## config.mk

```make
export PLATFORM = sky130hd
export DESIGN_NAME = ptw_axi_arbiter
export DESIGN_NICKNAME = d
export VERILOG_FILES = /design/src/rtl/ptw_arb_pkg.sv /design/src/rtl/ptw_req_slot.sv /design/src/rtl/ptw_axi_arbiter.sv
export SDC_FILE = /design/constraint.sdc
export NUM_CORES = 1
export LEC_CHECK = 0
export ABC_AREA = 1
export BUFFER_PORTS_ARGS = -buffer_cell sky130_fd_sc_hd__buf_2
export CORE_AREA = 5 5 168 170
export DETAILED_ROUTE_END_ITERATION = 8
export DIE_AREA = 0 0 173 175
export PLACE_DENSITY = 0.84
export SYNTH_ARGS = -nofsm -noshare
export SYNTH_HDL_FRONTEND = slang
export SYNTH_HIERARCHICAL = 1
export SYNTH_SLANG_ARGS = --single-unit
export TNS_END_PERCENT = 1
```

## constraint.sdc

```tcl
create_clock -name CLK -period 1.9 [get_ports CLK]
set_clock_uncertainty 0.1 [all_clocks]
set_input_delay 0.095 -clock CLK [delete_from_list [all_inputs] [get_ports CLK]]
set_output_delay 0.095 -clock CLK [all_outputs]
set_load 0.1 [all_outputs]
```

## src/rtl/ptw_arb_pkg.sv

```systemverilog
// Shared types and constants for the page-table-walk AXI read arbiter.
// Round-robin arbitration is selected by defining PTW_ARB_RR_EN.
package ptw_arb_pkg;

  localparam int PTW_ADDR_W = 64;
  localparam int PTW_DATA_W = 64;

  localparam logic OWN_I = 1'b0;
  localparam logic OWN_D = 1'b1;

  typedef enum logic [1:0] {
    IDLE  = 2'd0,
    ISSUE = 2'd1,
    WAIT  = 2'd2
  } ptw_arb_state_e;

  // Winner among the pending slots. On a tie, round-robin hands the grant to
  // whoever did not own the bus last; fixed priority always prefers DTLB.
  function automatic logic pick_owner(input logic i_pend, input logic d_pend,
                                      input logic rr, input logic last_owner);
    if (i_pend && d_pend) begin
      return rr ? ~last_owner : OWN_D;
    end
    return d_pend ? OWN_D : OWN_I;
  endfunction

endpackage

```

## src/rtl/ptw_req_slot.sv

```systemverilog
// One pending-request slot: captures a walker's PTE address until granted.
// A pulse arriving while the slot is still occupied is dropped and flagged.
module ptw_req_slot
  import ptw_arb_pkg::*;
#(
  parameter int ADDR_WIDTH = PTW_ADDR_W
) (
  input  logic                  CLK,
  input  logic                  RST,
  input  logic                  set,
  input  logic [ADDR_WIDTH-1:0] set_addr,
  input  logic                  clr,
  output logic                  valid,
  output logic [ADDR_WIDTH-1:0] addr,
  output logic                  overflow
);

  logic                  valid_q;
  logic [ADDR_WIDTH-1:0] addr_q;

  always_ff @(posedge CLK) begin
    if (RST) begin
      valid_q <= 1'b0;
      addr_q  <= '0;
    end else if (set && !valid_q) begin
      valid_q <= 1'b1;
      addr_q  <= set_addr;
    end else if (clr) begin
      valid_q <= 1'b0;
    end
  end

  assign valid    = valid_q;
  assign addr     = addr_q;
  assign overflow = set && valid_q;

endmodule

```

## src/rtl/ptw_axi_arbiter.sv

```systemverilog
// Shares the PTW AXI read master between the ITLB and DTLB walkers, one
// transaction at a time. Define PTW_ARB_RR_EN for round-robin tie-breaking.
module ptw_axi_arbiter
  import ptw_arb_pkg::*;
#(
  parameter int ADDR_WIDTH = PTW_ADDR_W,
  parameter int DATA_WIDTH = PTW_DATA_W
) (
  input  logic                  CLK,
  input  logic                  RST,
  input  logic                  I_REQ_VALID,
  input  logic [ADDR_WIDTH-1:0] I_REQ_ADDR,
  output logic                  I_RESP_VALID,
  output logic [DATA_WIDTH-1:0] I_RESP_DATA,
  input  logic                  D_REQ_VALID,
  input  logic [ADDR_WIDTH-1:0] D_REQ_ADDR,
  output logic                  D_RESP_VALID,
  output logic [DATA_WIDTH-1:0] D_RESP_DATA,
  output logic                  M_ADDR_VALID,
  input  logic                  M_ADDR_READY,
  output logic [ADDR_WIDTH-1:0] M_ADDR,
  input  logic                  M_DATA_VALID,
  input  logic [DATA_WIDTH-1:0] M_DATA,
  output logic                  BUSY,
  output logic                  OWNER,
  output logic                  PROTO_ERR
);

  // Address channel: M_ADDR_VALID is raised only in ISSUE and, once raised,
  // stays high with M_ADDR frozen until the cycle M_ADDR_READY is seen high;
  // the transfer happens on that edge and M_ADDR_VALID drops on the next.

  ptw_arb_state_e        state_q;
  logic [ADDR_WIDTH-1:0] m_addr_q;
  logic                  owner_q;
  logic                  i_resp_valid_q;
  logic                  d_resp_valid_q;
  logic [DATA_WIDTH-1:0] i_resp_data_q;
  logic [DATA_WIDTH-1:0] d_resp_data_q;
  logic                  proto_err_q;

  logic                  i_pend;
  logic                  d_pend;
  logic [ADDR_WIDTH-1:0] i_pend_addr;
  logic [ADDR_WIDTH-1:0] d_pend_addr;
  logic                  i_ovf;
  logic                  d_ovf;
  logic                  grant_any;
  logic                  grant_own;
  logic                  grant_i;
  logic                  grant_d;
  logic                  last_owner;
  logic                  rr_mode;

  ptw_req_slot #(.ADDR_WIDTH(ADDR_WIDTH)) u_i_slot (
    .CLK      (CLK),
    .RST      (RST),
    .set      (I_REQ_VALID),
    .set_addr (I_REQ_ADDR),
    .clr      (grant_i),
    .valid    (i_pend),
    .addr     (i_pend_addr),
    .overflow (i_ovf)
  );

  ptw_req_slot #(.ADDR_WIDTH(ADDR_WIDTH)) u_d_slot (
    .CLK      (CLK),
    .RST      (RST),
    .set      (D_REQ_VALID),
    .set_addr (D_REQ_ADDR),
    .clr      (grant_d),
    .valid    (d_pend),
    .addr     (d_pend_addr),
    .overflow (d_ovf)
  );

`ifdef PTW_ARB_RR_EN
  logic last_owner_q;

  // Starts at DTLB so the first tie after reset goes to the ITLB.
  always_ff @(posedge CLK) begin
    if (RST) begin
      last_owner_q <= OWN_D;
    end else if (grant_any) begin
      last_owner_q <= grant_own;
    end
  end

  assign last_owner = last_owner_q;
  assign rr_mode    = 1'b1;
`else
  assign last_owner = OWN_D;
  assign rr_mode    = 1'b0;
`endif

  always_comb begin
    grant_any = 1'b0;
    grant_own = OWN_I;
    if (state_q == IDLE && (i_pend || d_pend)) begin
      grant_any = 1'b1;
      grant_own = pick_owner(i_pend, d_pend, rr_mode, last_owner);
    end
  end

  assign grant_i = grant_any && (grant_own == OWN_I);
  assign grant_d = grant_any && (grant_own == OWN_D);

  always_ff @(posedge CLK) begin
    if (RST) begin
      state_q        <= IDLE;
      m_addr_q       <= '0;
      owner_q        <= OWN_I;
      i_resp_valid_q <= 1'b0;
      d_resp_valid_q <= 1'b0;
      i_resp_data_q  <= '0;
      d_resp_data_q  <= '0;
      proto_err_q    <= 1'b0;
    end else begin
      i_resp_valid_q <= 1'b0;
      d_resp_valid_q <= 1'b0;
      case (state_q)
        IDLE: begin
          if (grant_any) begin
            m_addr_q <= (grant_own == OWN_D) ? d_pend_addr : i_pend_addr;
            owner_q  <= grant_own;
            state_q  <= ISSUE;
          end
        end
        ISSUE: begin
          if (M_ADDR_READY) begin
            state_q <= WAIT;
          end
        end
        WAIT: begin
          if (M_DATA_VALID) begin
            if (owner_q == OWN_D) begin
              d_resp_valid_q <= 1'b1;
              d_resp_data_q  <= M_DATA;
            end else begin
              i_resp_valid_q <= 1'b1;
              i_resp_data_q  <= M_DATA;
            end
            state_q <= IDLE;
          end
        end
        default: state_q <= IDLE;
      endcase
      // Data with no address outstanding (including a reply that straddled
      // a reset) is never forwarded, only recorded.
      if (i_ovf || d_ovf || (M_DATA_VALID && state_q != WAIT)) begin
        proto_err_q <= 1'b1;
      end
    end
  end

  assign M_ADDR_VALID = (state_q == ISSUE);
  assign M_ADDR       = m_addr_q;
  assign BUSY         = (state_q != IDLE);
  assign OWNER        = owner_q;
  assign I_RESP_VALID = i_resp_valid_q;
  assign I_RESP_DATA  = i_resp_data_q;
  assign D_RESP_VALID = d_resp_valid_q;
  assign D_RESP_DATA  = d_resp_data_q;
  assign PROTO_ERR    = proto_err_q;

  a_addr_stable: assert property (@(posedge CLK) disable iff (RST)
    (M_ADDR_VALID && !M_ADDR_READY) |=> (M_ADDR_VALID && $stable(M_ADDR)));

  a_one_resp: assert property (@(posedge CLK) disable iff (RST)
    !(I_RESP_VALID && D_RESP_VALID));

endmodule

```

=== Word level (Yosys, flattened, before mapping) ===
Cells that the tools add are included.

* Register bits: 328
* Memory bits (read-only): 0
* Bits in latches: 0
* Memories: 0
* Word-level logic and storage cells: 63
* Output and inout port bits: 198
* Memory bits (writable): 0
* Input bits: 198

* Equal/unequal tests: 6
* Reduce and logical (&&, ||, !) cells: 23
* Magnitude comparators: 0
* Shift-type cells: 0
* Div/mod/pow operators: 0
* $mul: 0
* Mux-type cells: 18
* Add/sub/neg operators: 0
* Bitwise operators: 4

{| class="wikitable"
|+ Operators by type and width
! kind !! number
|-
| 64-bit 2-to-1 mux || 1
|-
| 1-bit 2-to-1 mux || 13
|-
| 1-bit logical AND || 9
|-
| 3-bit AND reduction || 3
|-
| 2-bit 2-to-1 mux || 3
|-
| 2-bit inequality test (second input constant) || 3
|-
| 2-bit case mux with 3 select lines || 1
|-
| 2-bit nonzero test || 3
|-
| 1-bit NOT || 4
|-
| 1-bit logical OR || 3
|-
| 3-bit OR reduction || 1
|-
| 2-bit by 1-bit equality test with 1-bit output (second input constant) || 1
|-
| 2-bit equality test (second input constant) || 1
|-
| 1-bit zero test || 2
|-
| 2-bit zero test || 1
|-
| 2-bit by 1-bit inequality test with 1-bit output (second input constant) || 1
|-
| 2-bit AND reduction || 1
|}

=== Longest topological paths before layout ===
* Depth in word-level cells: 9
* Mapped depth: 9
* Mapped depth without buffers: 7

=== Modules after synthesis ===
Netlist, hierarchy kept.

{| class="wikitable"
|+ Modules (own cells, without submodules)
! module !! area an instance (um^2) !! instances !! cells each
|-
| ptw_axi_arbiter || 7950.1 || 1 || 1091
|-
| ptw_req_slot || 2781.4 || 2 || 421
|}

=== Worst setup path after synthesis ===
No wires, ideal clock.

* Path type: flip-flop to flip-flop
* Start: reg state_q[0]
* End: reg state_q[1]
* Period minus slack after synthesis: 2175 ps
* Stages on the path, launching flop included: 5
* Required time: 1728 ps
* Data arrival time: 2003 ps
* Path buffers: 0
* Slack: -275 ps
* Cell sequence: dfxtp_1 inv_2 nor2_1 nand2_1 a21oi_1

{| class="wikitable"
|+ RTL lines
! element !! line !! text
|-
| start, declared || ptw_axi_arbiter.sv:33 || <nowiki>ptw_arb_state_e state_q;</nowiki>
|-
| start signal, assigned || ptw_axi_arbiter.sv:110 || <nowiki>state_q <= IDLE;</nowiki>
|-
| start signal, assigned || ptw_axi_arbiter.sv:126 || <nowiki>state_q <= ISSUE;</nowiki>
|-
| start signal, assigned || ptw_axi_arbiter.sv:131 || <nowiki>state_q <= WAIT;</nowiki>
|-
| 2-bit by 1-bit equality test with 1-bit output (*) || -- ||
|-
| via M_ADDR_VALID || ptw_axi_arbiter.sv:19 || <nowiki>output logic M_ADDR_VALID,</nowiki>
|-
| 2-bit by 1-bit inequality test with 1-bit output (no source line) || -- ||
|-
| 3-bit AND reduction (no source line) || -- ||
|}

Mark *: on every way through the listed nets, which the timed path passes. The rest lies on a longest branch.
A chain may end at the register's enable or synchronous reset.

=== Final worst setup path ===
* Start: reg u_d_slot.valid_q, in the netlist u_d_slot/valid
* End: reg u_d_slot.addr_q[14], in the netlist u_d_slot/addr[14]

* Longest elaborated chain between the ends: 2

{| class="wikitable"
|+ RTL lines
! element !! line !! text
|-
| start, declared || ptw_req_slot.sv:18 || <nowiki>logic valid_q;</nowiki>
|-
| start signal, assigned || ptw_req_slot.sv:23 || <nowiki>valid_q <= 1'b0;</nowiki>
|-
| start signal, assigned || ptw_req_slot.sv:26 || <nowiki>valid_q <= 1'b1;</nowiki>
|-
| start signal, assigned || ptw_req_slot.sv:29 || <nowiki>valid_q <= 1'b0;</nowiki>
|-
| 1-bit zero test || ptw_req_slot.sv:25 || <nowiki>end else if (set && !valid_q) begin</nowiki>
|-
| 1-bit logical AND || ptw_req_slot.sv:25 ||
|-
| end signal, assigned || ptw_req_slot.sv:27 || <nowiki>addr_q <= set_addr;</nowiki>
|-
| end, declared || ptw_req_slot.sv:19 || <nowiki>logic [ADDR_WIDTH-1:0] addr_q;</nowiki>
|}

Every way passes these cells.

==> results.md <==
- Worst R2R Setup Slack: 0.01 ns
- Number of synthesized flops with an enable pin: 0
- Power Density: 959.1 nW/µm²
- Setup CP Type: reg -> reg
- Avg WL per Cell: around 19 µm
- Critical R2R Launch: u_d_slot/valid$_SDFFE_PP0P_
- Clock network latency to the later pin of the worst-skew pair: 0.51 ns
- Seq/Total Area, Yosys: 0.4859
- Max clock buf depth: 3
- Worst Tran Pin Value: 0.6070 ns
- Simple-gate area share of the yosys netlist: 0.3477
- Design Area, Final: 18,910 µm²
- Core footprint: around 27,000 µm²
- DR vias/cell: about 5.7
- Largest net degree at the start of global routing: 92
- Multi-input gate area: 5379 µm²
- Setup TNS: 0 ns
- Nets: roughly 2.7k
- Combinational Power Share: 0.204
- Top-count cell post-synth: nor2_1
- Critical-path maximum fanout: 32
- Hold Path End: D_RESP_DATA[18]$_SDFFE_PP0P_
- HPWL Detailed: 28,730 µm
- Rel. slew slack: 0.5981
- CTS tree: built
- Req. time, crit path: around 2.2 ns
- Period minus WS final: 1.888 ns
- Seq. cell area: 6569 µm²
- Final Max Slew Viols: 0
- Fin worst setup slack: 0.01245 ns
- Antenna violations before repair: 7
- Outcome: finished clean
- Crit path DAT: 2.18 ns
- Worst-path clk slew: ~0.06 ns
- CTS root buf: clkbuf_16
- Clock power share: 0.382
- DRC: 0
- Ys async rst share: 0
- Utilization after layout: 0.7114
- Routed vias: 16.18k
- Post-Syn Nets: 2,131
- Internal: 12.46 mW
- TritonCTS Buffers: 36
- Hold Startpoint: M_DATA[18]
- Largest family of logic cells by synthesized area: simple AND/OR/NAND/NOR gates
- Synth top cells by count: nor2_1 (516), dfxtp_1 (328), nand2_1 (271)
- H-Tree Level Count: 2
- # IOs: 396
- CTS sink count: 328
- Leading area contributor after synthesis: dfxtp_1
- Post-synth top area share: 0.4859
- Mux cell area share after synthesis: 0
- RSZ-0062 raised after global routing: no
- Sequential Power Share: 0.414
- P_leak: 10.03 nW
- Synth Area in Compound Gates: 0.04963
- Power Total: 18.13 mW
- Dpl cells: approximately 2.6k
- Crit. End Element: flop
- FF+latch count, synth: 328
- Synthesis-to-layout area growth: 39.91%
- Dpl cell area: 15,640 µm²
- R2r endpoint: u_d_slot/addr[14]$_SDFFE_PP0P_
- Gpl congestion: 0.8968
- Sw Ratio: 0.3129
- Routed Wire Length: between 50,000 and 60,000 µm
- Starting density of the core: 0.5085
- Fin crit share: 0.9934
- Die H: 175 µm
- Max Cap Violations: 0
- Worst vdd ir: about 700 µV
- GRT Resource Usage Total: 0.3484
- Critical Path Start Type: flop
- Cell variety after synth: 20
- DRT Pass-1 Iters: 6
- Endpoints failing setup: 0
- Die X: 173 µm
- Avg Inst Size Synth: 6.991 µm²
- Synthesized area: 13,510 µm²
- Antenna Nets Post-Route: 0
- Iteration-0 DRC Markers: 2,121
- Die ar.: 30,280 µm²
- Xor/xnor cell area share of the yosys netlist: 0
- Hold Path Depth: 4
- Worst min-delay path class: in -> reg
- Global-route wire length before repair: 86,530 µm
- Total gr overflow: 0
- Synth warnings: 6
- R2R depth: 6
- Number of global-route vias before repair: 16.18k
- Num rows: 60
- Hold Vio Cnt, Final: 0
- Fmax: ~0.53 GHz
- Synth top area cells: dfxtp_1 (49%), nor2_1 (14%), nand3_1 (9.5%)
- Number of buffers added on ports: 395
- Final Non-Filler Cells: 2,840
- Psw: between 5 and 6 mW
- DP Worst Slack: roughly 0.31 ns
- Layout cell share with drive strength beyond 1: 0.2041
- Fillers: ~1.8k
- Post-Synth Adder-Cell Area: 0
- Mapped Cells: 1,933
- Post-synth top flop: dfxtp_1
- Fin Hold WS: between 0.2 and 0.3 ns
## critical path: stages (launching register included)
cell	delay, ns
dfxtp_2	0.43
inv_2	0.11
buf_8	0.23
nand3_1	0.17
dlygate4sd3_1	0.61
nand2_1	0.07
nor2_1	0.04
## cells by family (layout without fill, tap and decap cells)
kind of cell           Yosys count  after routing
flip-flops                     328            328
buffers and inverters          356            917
AND/OR/NAND/NOR               1115           1115
other                            0              5
AO/OA/AOI/OAI                  134            134
## sequential cells by signal, summed over array words and instances, names as in the netlist
name            count
D_RESP_DATA        64
I_RESP_DATA        64
M_ADDR             64
u_d_slot/addr      64
u_i_slot/addr      64
state_q             2
D_RESP_VALID        1
I_RESP_VALID        1
OWNER               1
PROTO_ERR           1
u_d_slot/valid      1
u_i_slot/valid      1
## power groups by stage
stage	clock [mW]	combinational [mW]	sequential [mW]
2_1_floorplan	0	1.39	8.55
3_3_place_gp	0	3.08	7.62
3_5_place_dp	0	3.14	7.63
4_1_cts	6.92	3.52	7.48
5_1_grt	7.23	3.90	7.54
6_report	6.92	3.70	7.51
## timing repair
action                     CTS  global route
gates cloned                 1             0
buffers inserted             1             0
pin swaps                    1             0
setup endpoints to repair    1             5
hold endpoints to repair   264             0
resized for setup            0             5
hold buffers               205             0
## layer usage
metal  vias to the layer above  part of all wire  track usage
met2                      1416              0.48       0.5874
met1                      7245              0.33       0.3826
met3                       403              0.12      0.09650
met5                         -           0.00026            0
li1                       7110                 -            -
met4                         4             0.079       0.2398
## cell usage in the layout, fill, tap and decap left out, drive strengths merged
master,n
bufinv,2
dfxtp,328
nor3,1
clkbuf,55
nand3,257
buf,432
clkinv,7
inv,215
o21ai,128
bufbuf,1
a21oi,6
diode,5
dlygate4sd3,205
nand2,273
nor2,520
nand4,64
## worst max-delay path by stage
stage                                start                        endpoint  slack [ns]
2_1_floorplan           OWNER$_SDFFE_PP0P_    D_RESP_DATA[14]$_SDFFE_PP0P_       -0.05
3_3_place_gp            OWNER$_SDFFE_PP0P_    D_RESP_DATA[14]$_SDFFE_PP0P_        0.32
3_5_place_dp            OWNER$_SDFFE_PP0P_    D_RESP_DATA[14]$_SDFFE_PP0P_        0.31
4_1_cts            state_q[1]$_SDFFE_PP0P_                            BUSY        0.02
5_1_grt        u_i_slot/valid$_SDFFE_PP0P_  u_i_slot/addr[32]$_SDFFE_PP0P_       0.009
6_report       u_d_slot/valid$_SDFFE_PP0P_  u_d_slot/addr[14]$_SDFFE_PP0P_        0.01
## final cells by class
cell class                 instances  share of cell area
timing repair buffer             639              0.2410
antenna                            5           0.0006618
inverter                         214             0.04275
tap                              341             0.02257
sequential                       328              0.3475
multi-input combinational       1249              0.2845
clock buffer                      54             0.05553
clock inverter                    10            0.005493
Note: power is estimated with default switching activity, not from simulation.
